[src/rtl/cfg_pkg.sv]
// Shared sizing, sync pattern, CRC polynomial and loader state encoding for
// the serial configuration path.
package cfg_pkg;

    localparam int unsigned N_TILES    = 11;
    localparam int unsigned TILE_BITS  = 33;
    localparam int unsigned N_SB       = 20;
    localparam int unsigned SB_BITS    = 16;
    localparam int unsigned FRAME_BITS = N_TILES * TILE_BITS + N_SB * SB_BITS;

    localparam logic [7:0] SYNC      = 8'hA5;
    localparam logic [7:0] CRC8_POLY = 8'h07;

    typedef enum logic [1:0] {
        HUNT  = 2'd0,
        FRAME = 2'd1,
        CRC   = 2'd2
    } state_e;

endpackage

[src/rtl/crc8_serial.sv]
// Bit-serial CRC-8 (MSB-first, no reflection, no final XOR); clear wins over enable.
module crc8_serial
    import cfg_pkg::*;
(
    input  logic       clock,
    input  logic       reset_n,
    input  logic       clear,
    input  logic       enable,
    input  logic       bit_in,
    output logic [7:0] crc
);

    logic fb;
    assign fb = crc[7] ^ bit_in;

    always_ff @(posedge clock or negedge reset_n) begin
        if (!reset_n) begin
            crc <= 8'h00;
        end else if (clear) begin
            crc <= 8'h00;
        end else if (enable) begin
            crc <= {crc[6:0], 1'b0} ^ (fb ? CRC8_POLY : 8'h00);
        end
    end

endmodule

[src/rtl/config_loader.sv]
// Serial configuration loader: hunts for SYNC, shifts in one frame plus CRC-8,
// and commits the whole frame to the fabric config buses only on a CRC match.
module config_loader
    import cfg_pkg::*;
(
    input  logic                            clock,
    input  logic                            reset_n,
    input  logic                            cfg_data,
    input  logic                            cfg_valid,
    output logic [N_TILES*TILE_BITS-1:0]    cfg_tile,
    output logic [N_SB*SB_BITS-1:0]         cfg_sb,
    output logic                            cfg_ready,
    output logic                            cfg_done,
    output logic                            cfg_error,
    output logic                            busy
);

    localparam int unsigned TILE_W = N_TILES * TILE_BITS;
    localparam int unsigned CNT_W  = $clog2(FRAME_BITS);

    state_e                  state_q;
    logic [7:0]              sync_q;
    logic [FRAME_BITS-1:0]   shadow_q;
    logic [CNT_W-1:0]        cnt_q;
    logic [7:0]              rx_crc_q;
    logic [7:0]              crc_calc;

    logic [7:0] sync_next;
    logic [7:0] rx_crc_next;
    logic       sync_hit;
    logic       crc_clear;
    logic       crc_enable;

    assign sync_next   = {sync_q[6:0], cfg_data};
    assign rx_crc_next = {rx_crc_q[6:0], cfg_data};
    assign sync_hit    = (sync_next == SYNC);
    assign crc_clear   = cfg_valid && (state_q == HUNT) && sync_hit;
    assign crc_enable  = cfg_valid && (state_q == FRAME);

    crc8_serial u_crc (
        .clock   (clock),
        .reset_n (reset_n),
        .clear   (crc_clear),
        .enable  (crc_enable),
        .bit_in  (cfg_data),
        .crc     (crc_calc)
    );

    // Loader FSM; nothing advances on cycles without cfg_valid.
    always_ff @(posedge clock or negedge reset_n) begin
        if (!reset_n) begin
            state_q   <= HUNT;
            sync_q    <= 8'h00;
            shadow_q  <= '0;
            cnt_q     <= '0;
            rx_crc_q  <= 8'h00;
            cfg_tile  <= '0;
            cfg_sb    <= '0;
            cfg_ready <= 1'b0;
            cfg_done  <= 1'b0;
            cfg_error <= 1'b0;
            busy      <= 1'b0;
        end else begin
            cfg_done  <= 1'b0;
            cfg_error <= 1'b0;
            if (cfg_valid) begin
                unique case (state_q)
                    HUNT: begin
                        if (sync_hit) begin
                            state_q <= FRAME;
                            busy    <= 1'b1;
                            cnt_q   <= '0;
                            sync_q  <= 8'h00;
                        end else begin
                            sync_q  <= sync_next;
                        end
                    end
                    FRAME: begin
                        shadow_q <= {cfg_data, shadow_q[FRAME_BITS-1:1]};
                        if (cnt_q == CNT_W'(FRAME_BITS - 1)) begin
                            state_q <= CRC;
                            cnt_q   <= '0;
                        end else begin
                            cnt_q   <= cnt_q + CNT_W'(1);
                        end
                    end
                    CRC: begin
                        rx_crc_q <= rx_crc_next;
                        if (cnt_q == CNT_W'(7)) begin
                            // Single-step commit keeps the fabric from ever seeing a partial frame.
                            if (rx_crc_next == crc_calc) begin
                                cfg_tile  <= shadow_q[TILE_W-1:0];
                                cfg_sb    <= shadow_q[FRAME_BITS-1:TILE_W];
                                cfg_ready <= 1'b1;
                                cfg_done  <= 1'b1;
                            end else begin
                                cfg_error <= 1'b1;
                            end
                            state_q <= HUNT;
                            busy    <= 1'b0;
                            cnt_q   <= '0;
                        end else begin
                            cnt_q   <= cnt_q + CNT_W'(1);
                        end
                    end
                    default: begin
                        state_q <= HUNT;
                        busy    <= 1'b0;
                    end
                endcase
            end
        end
    end

endmodule

[config.mk]
export PLATFORM = sky130hd
export DESIGN_NAME = config_loader
export DESIGN_NICKNAME = d
export VERILOG_FILES = /design/src/rtl/cfg_pkg.sv /design/src/rtl/crc8_serial.sv /design/src/rtl/config_loader.sv
export SDC_FILE = /design/constraint.sdc
export NUM_CORES = 2
export LEC_CHECK = 0
export BUFFER_PORTS_ARGS = -buffer_cell sky130_fd_sc_hd__buf_2
export CORE_MARGIN = 2
export CORE_UTILIZATION = 58
export CTS_BUF_LIST = sky130_fd_sc_hd__clkbuf_16
export CTS_CLUSTER_SIZE = 10
export DETAILED_ROUTE_END_ITERATION = 16
export GPL_ROUTABILITY_DRIVEN = 0
export GPL_TIMING_DRIVEN = 0
export PLACE_DENSITY = 0.81
export SYNTH_ARGS = -nofsm -noshare
export SYNTH_HDL_FRONTEND = slang
export SYNTH_SLANG_ARGS = --single-unit
[constraint.sdc]
create_clock -name clock -period 3 [get_ports clock]
set_input_delay 0.6 -clock clock [delete_from_list [all_inputs] [get_ports clock]]
set_output_delay 0.6 -clock clock [all_outputs]
set_load 0.02 [all_outputs]
* Yosys cells after proc, flatten, opt, wreduce, memory -nomap -nowiden *
Index checks and enable logic that the tools add are counted.

storage, ports and cells
  bits in registers = 1,404
  bits in latches = 0
  RAM bits = 0
  memory bits (read-only) = 0
  word-level logic and storage cells = 61
  memories kept = 0

cells by class
  add/sub/neg operators = 1
  multipliers = 0
  divide/modulo/power cells = 0
  $lt $le $gt $ge = 0
  equality and inequality tests = 9
  shift-type cells = 0
  multiplexer cells = 23
  bitwise operators = 3
  reductions and logical operators = 13

operator list
  cell                   count
  $mux 10                3
  $pmux 10 s3            1
  $mux 8                 2
  $reduce_and 4->1       3
  $add 10x1->10 const B  1
  $eq 10x10->1 const B   1
  $eq 10x3->1 const B    1
  $mux 1                 10
  $eq 8x8->1             1
  $eq 8x8->1 const B     1
  $xor 8x8->8            1
  $mux 7                 1
  $mux 2                 3
  $pmux 2 s3             1
  $reduce_and 2->1       3
  $ne 2x2->1 const B     2
  $logic_and 1x1->1      3
  $mux 3                 1
  $pmux 1 s3             1
  $reduce_and 3->1       1
  $reduce_bool 3->1      1
  $eq 2x1->1 const B     1
  $eq 2x2->1 const B     1
  $logic_not 2->1        1
  other kinds (4)        4

* Longest topological paths before layout *
  depth after elaboration = 5
  mapped depth = 9

* By module *
A second synthesis with hierarchy kept.

second synthesis, totals
  cell total of the unflattened synthesis = 4,504
  area total of the unflattened synthesis = 55,763.5 um2

by module, submodules not included
  module         times used  cells an instance  area an instance (um2)  sequential area each (um2)
  config_loader  1           4,472              55,390.6                34,933.5
  crc8_serial    1           32                 372.9                   200.2

* Worst setup path before layout *
No wires, ideal clock.

  path kind = input to register
  start = input cfg_valid
  end = register cfg_sb[0]
  data arrival time = 2.116 ns
  setup slack = 0.759 ns
  stages on the path = 8
  cells stage by stage = buf_2 -> nand2_1 -> nor4_2 -> nand3_1 -> buf_6 -> buf_12 -> buf_12 -> mux2_4

on the way
  longest elaborated chain between the ends = 1

RTL lines
  item                               RTL line             text
  start: declaration                 config_loader.sv:9   input logic cfg_valid,
  $reduce_and 4->1 (no source line)  -
  end signal: assignment             config_loader.sv:93  cfg_sb <= shadow_q[FRAME_BITS-1:TILE_W];
  end: declaration                   config_loader.sv:11  output logic [N_SB*SB_BITS-1:0] cfg_sb,

Every way passes these cells.
A chain may end at the register's enable or synchronous reset.

* Worst setup path after layout *
  start = register state_q[1]
  end = register shadow_q[495]

on the way
  longest elaborated chain between the ends = 2

RTL lines
  item                               RTL line             text
  start: declaration                 config_loader.sv:21  state_e state_q;
  start signal: assignment           config_loader.sv:52  state_q <= HUNT;
  start signal: assignment           config_loader.sv:70  state_q <= FRAME;
  start signal: assignment           config_loader.sv:81  state_q <= CRC;
  $eq 2x1->1                         config_loader.sv:67  unique case (state_q)
  $reduce_and 2->1 (no source line)  -
  end signal: assignment             config_loader.sv:79  shadow_q <= {cfg_data, shadow_q[FRAME_BITS-1:1]};
  end: declaration                   config_loader.sv:23  logic [FRAME_BITS-1:0] shadow_q;

Every way passes these cells.

==> results.py <==
metrics = {
    "setup_path": {
        "critPathLaunchType": "flop",
        "crit_chain": "inv_1 > ha_1 > nand2_1 > clkbuf_1 > clkbuf_1 > nand2_1 > nand2_1",
        "timing.rr.start": "state_q[1]$_DFFE_PN0P_",
        "slowest_stage": "clkbuf_1",
        "cp_num_buf_inv": 3,
        "worst_ep_arrival_time_ns": 3.44,
        "timing_worst_setup_path_type": "reg -> reg",
        "path_common_cell": "nand2_1",
        "worst_path_largest_cell_delay_ns": 0.83,
        "cp.required_ns": 3.66,
        "crit_family": "buffers and inverters",
        "setup.worst_path.end_class": "flop",
        "cp_max_fo": 11,
        "startpoint": "state_q[1]$_DFFE_PN0P_",
    },
    "clock_network": {
        "clk_latency_ns": 0.74,
        "cts_setup_buffers": 0,
        "cts_tree": "done",
        "htree_levels": 4,
        "numCtsBuffers": 159,
        "clockRootBuffer": "clkbuf_16",
        "cts_buffer_depth": 3,
        "clk_pin_slew_worst_paths_ns": 0.06,
        "cts_sinks": 1404,
    },
    "sta": {
        "slew_headroom": 0.3073,
        "rsz0062_at_grt": "no",
        "finalSetupViolCount": 0,
        "worstMarginPinSlew_ns": 1.039,
        "timing.final.crit_share": 0.9278,
        "fin_ws_ns": 0.2167,
        "finalMaxSlewViolations": 0,
        "fin_skew_ns": 0.02252,
        "hold_viol": 0,
        "timing.fmax_mhz": 359.3,
        "fin_crit_ns": 2.783,
    },
    "placement": {
        "dpl_cell_area_mm2": 0.06123,
        "post-place-cells": 6479,
        "portBuffers": 689,
        "place_hpwl_um": 88740,
        "place_ws_ns": -0.3501,
    },
    "power": {
        "p_per_area_mw_per_mm2": 565.2,
        "leakagePower_nw": 39.00,
        "max-vdd-ir-drop_mv": 0.4762,
    },
    "global_routing": {
        "grt_pass1_vias": 37430,
        "grt_max_degree": 178,
        "grt_pass1_wl_um": 212100,
        "grt.overflow.total": 0,
        "antenna_found_initial": 0,
        "grt_use_total": 0.2740,
    },
    "synth": {
        "synth.largest_area_cell": "dfrtp_1",
        "yosysMostFrequentCell": "nand2_1",
        "syn-num-nets": 4526,
        "ys.warnings.count": 0,
        "synthFlopType": "dfrtp_1",
        "synth.top_cell.area_share": 0.6281,
        "ys_seq_elements": 1404,
        "synth_enable_flop_cells": 0,
        "synth_commonest_cells": "nand2_1 (2079), dfrtp_1 (1404), mux2_4 (659)",
        "synth.area.top_cells": "dfrtp_1 (63%), mux2_4 (18%), nand2_1 (14%)",
        "syn_avg_cell_area_um2": 12.39,
        "ys_types": 40,
        "synth-async-reset-ratio": 1.000,
        "ys_seq_area_frac": 0.6281,
        "synth_area_mm2": 0.05594,
        "syn_inst": 4516,
    },
    "routing": {
        "wire_per_inst_um": 20.24,
        "num_vias": 35620,
        "vias_per_cell": 5.348,
        "drt_iter0_drc": 3193,
        "drc": 0,
        "ant_nets": 0,
        "drt-pass1-iter-count": 5,
        "drt_wl_total_um": 134800,
    },
    "min_path": {
        "min-delay-start": "cfg_data",
        "worst_hold_path_type": "in -> reg",
    },
    "finish": {
        "register_area_mm2": 0.03513,
        "multi_input_area_mm2": 0.01875,
        "instances_no_fill": 6660,
        "stdcell_area_mm2": 0.06552,
        "final_util": 0.6876,
        "nFillCells": 6275,
        "final_nets": 5386,
        "drive_above_1_share": 0.3057,
        "area_delta_synth_final_pct": 17.14,
    },
    "floorplan": {
        "die-width_um": 314.6,
        "dieHeight_um": 314.6,
        "fp-row-count": 113,
        "die-area_mm2": 0.09894,
        "start_util": 0.5870,
        "coreArea_mm2": 0.09529,
        "io_pins": 691,
    },
    "run": {
        "maxCapViolCount": 0,
    },
    "run_status": {
        "status": "completed",
    },
}
## logic make-up after synthesis
kind of cell,Yosys count,share of synthesized area
simple gates,2118,0.1439
mux,696,0.1843
buf+inv,244,0.03673
flops,1404,0.6281
xor+xnor,12,0.001879
compound gates,36,0.003736
fa+ha+maj,6,0.001342
## tightest hold or removal path, stage by stage
cell and delay, ns:
buf_2 0.16, nand2_1 0.07, nand2_1 0.05
## layer usage
| layer | share of wire | GRT usage |
|---|---|---|
| met1 | 0.39 | 0.3330 |
| met2 | 0.48 | 0.4439 |
| met3 | 0.069 | 0.07484 |
| met4 | 0.060 | 0.1544 |
| met5 | 0 | 0 |
## final timing paths
kind	to	slack, ns	cells after the start
setup reg to reg	shadow_q[495]$_DFFE_PN0P_	0.22	7
min in group asynchronous	shadow_q[352]$_DFFE_PN0P_	0.49	3
setup / recovery	shadow_q[495]$_DFFE_PN0P_	0.22	7
hold reg to reg	cfg_ready$_DFFE_PN0P_	0.47	1
hold / removal	shadow_q[682]$_DFFE_PN0P_	0.17	3
max in group asynchronous	cfg_tile[78]$_DFFE_PN0P_	0.41	5
## metrics by stage
step	power [W]	TNS, ns	hold WS [ns]
floorplan	0.01999	0	0.3044
global placement	0.02051	-	0.4496
detailed placement	0.02056	-118.02	0.4709
CTS	0.03730	0	0.1184
global route	0.03818	0	0.1568
finish	0.03703	0	0.1713
## report_power, final
group,switching [W],total (W),internal [W]
registers,0.000132,0.0192,0.0191
clock network,0.00717,0.0168,0.00964
logic,0.000694,0.000982,0.000289
total,0.00800,0.0370,0.0290
## cells in the final DEF, fill, tap and decap left out, drive strengths merged, types with 2 or more instances in the layout
master   instances
nand2         2079
dfrtp         1404
buf            793
mux2           695
clkbuf         302
inv             20
a21oi           14
xor2             9
o21ai            8
nor2             7
o22ai            7
nand3            6
ha               6
clkinv           6
or3              4
nand2b           4
nor4             4
xnor2            3
or4              3
nand4bb          2
nand4            2
nor3             2
a211oi           2
## repair_timing
action,CTS,global route
hold buffers,2,0
gates resized for setup,3,0
gates cloned,0,1
setup endpoints to repair,237,51
endpoints found under the hold margin,87,0
## area by class of cell
class	instances	share of cell area
Antenna cell	1	0.00003819
Buffer	230	0.03061
Clock buffer	165	0.06302
Clock inverter	14	0.001547
Inverter	12	0.0006874
Multi-Input combinational cell	2868	0.2861
Sequential cell	1404	0.5362
Tap cell	1265	0.02416
Timing Repair Buffer	701	0.05759
## flip-flops by register name, indices dropped and copies added (netlist names)
signal     flops
busy           1
cfg_done       1
cfg_error      1
cfg_ready      1
cfg_sb       320
cfg_tile     363
cnt_q         10
rx_crc_q       7
shadow_q     683
state_q        2
sync_q         7
u_crc.crc      8
Power figures use the tool's default switching activity.
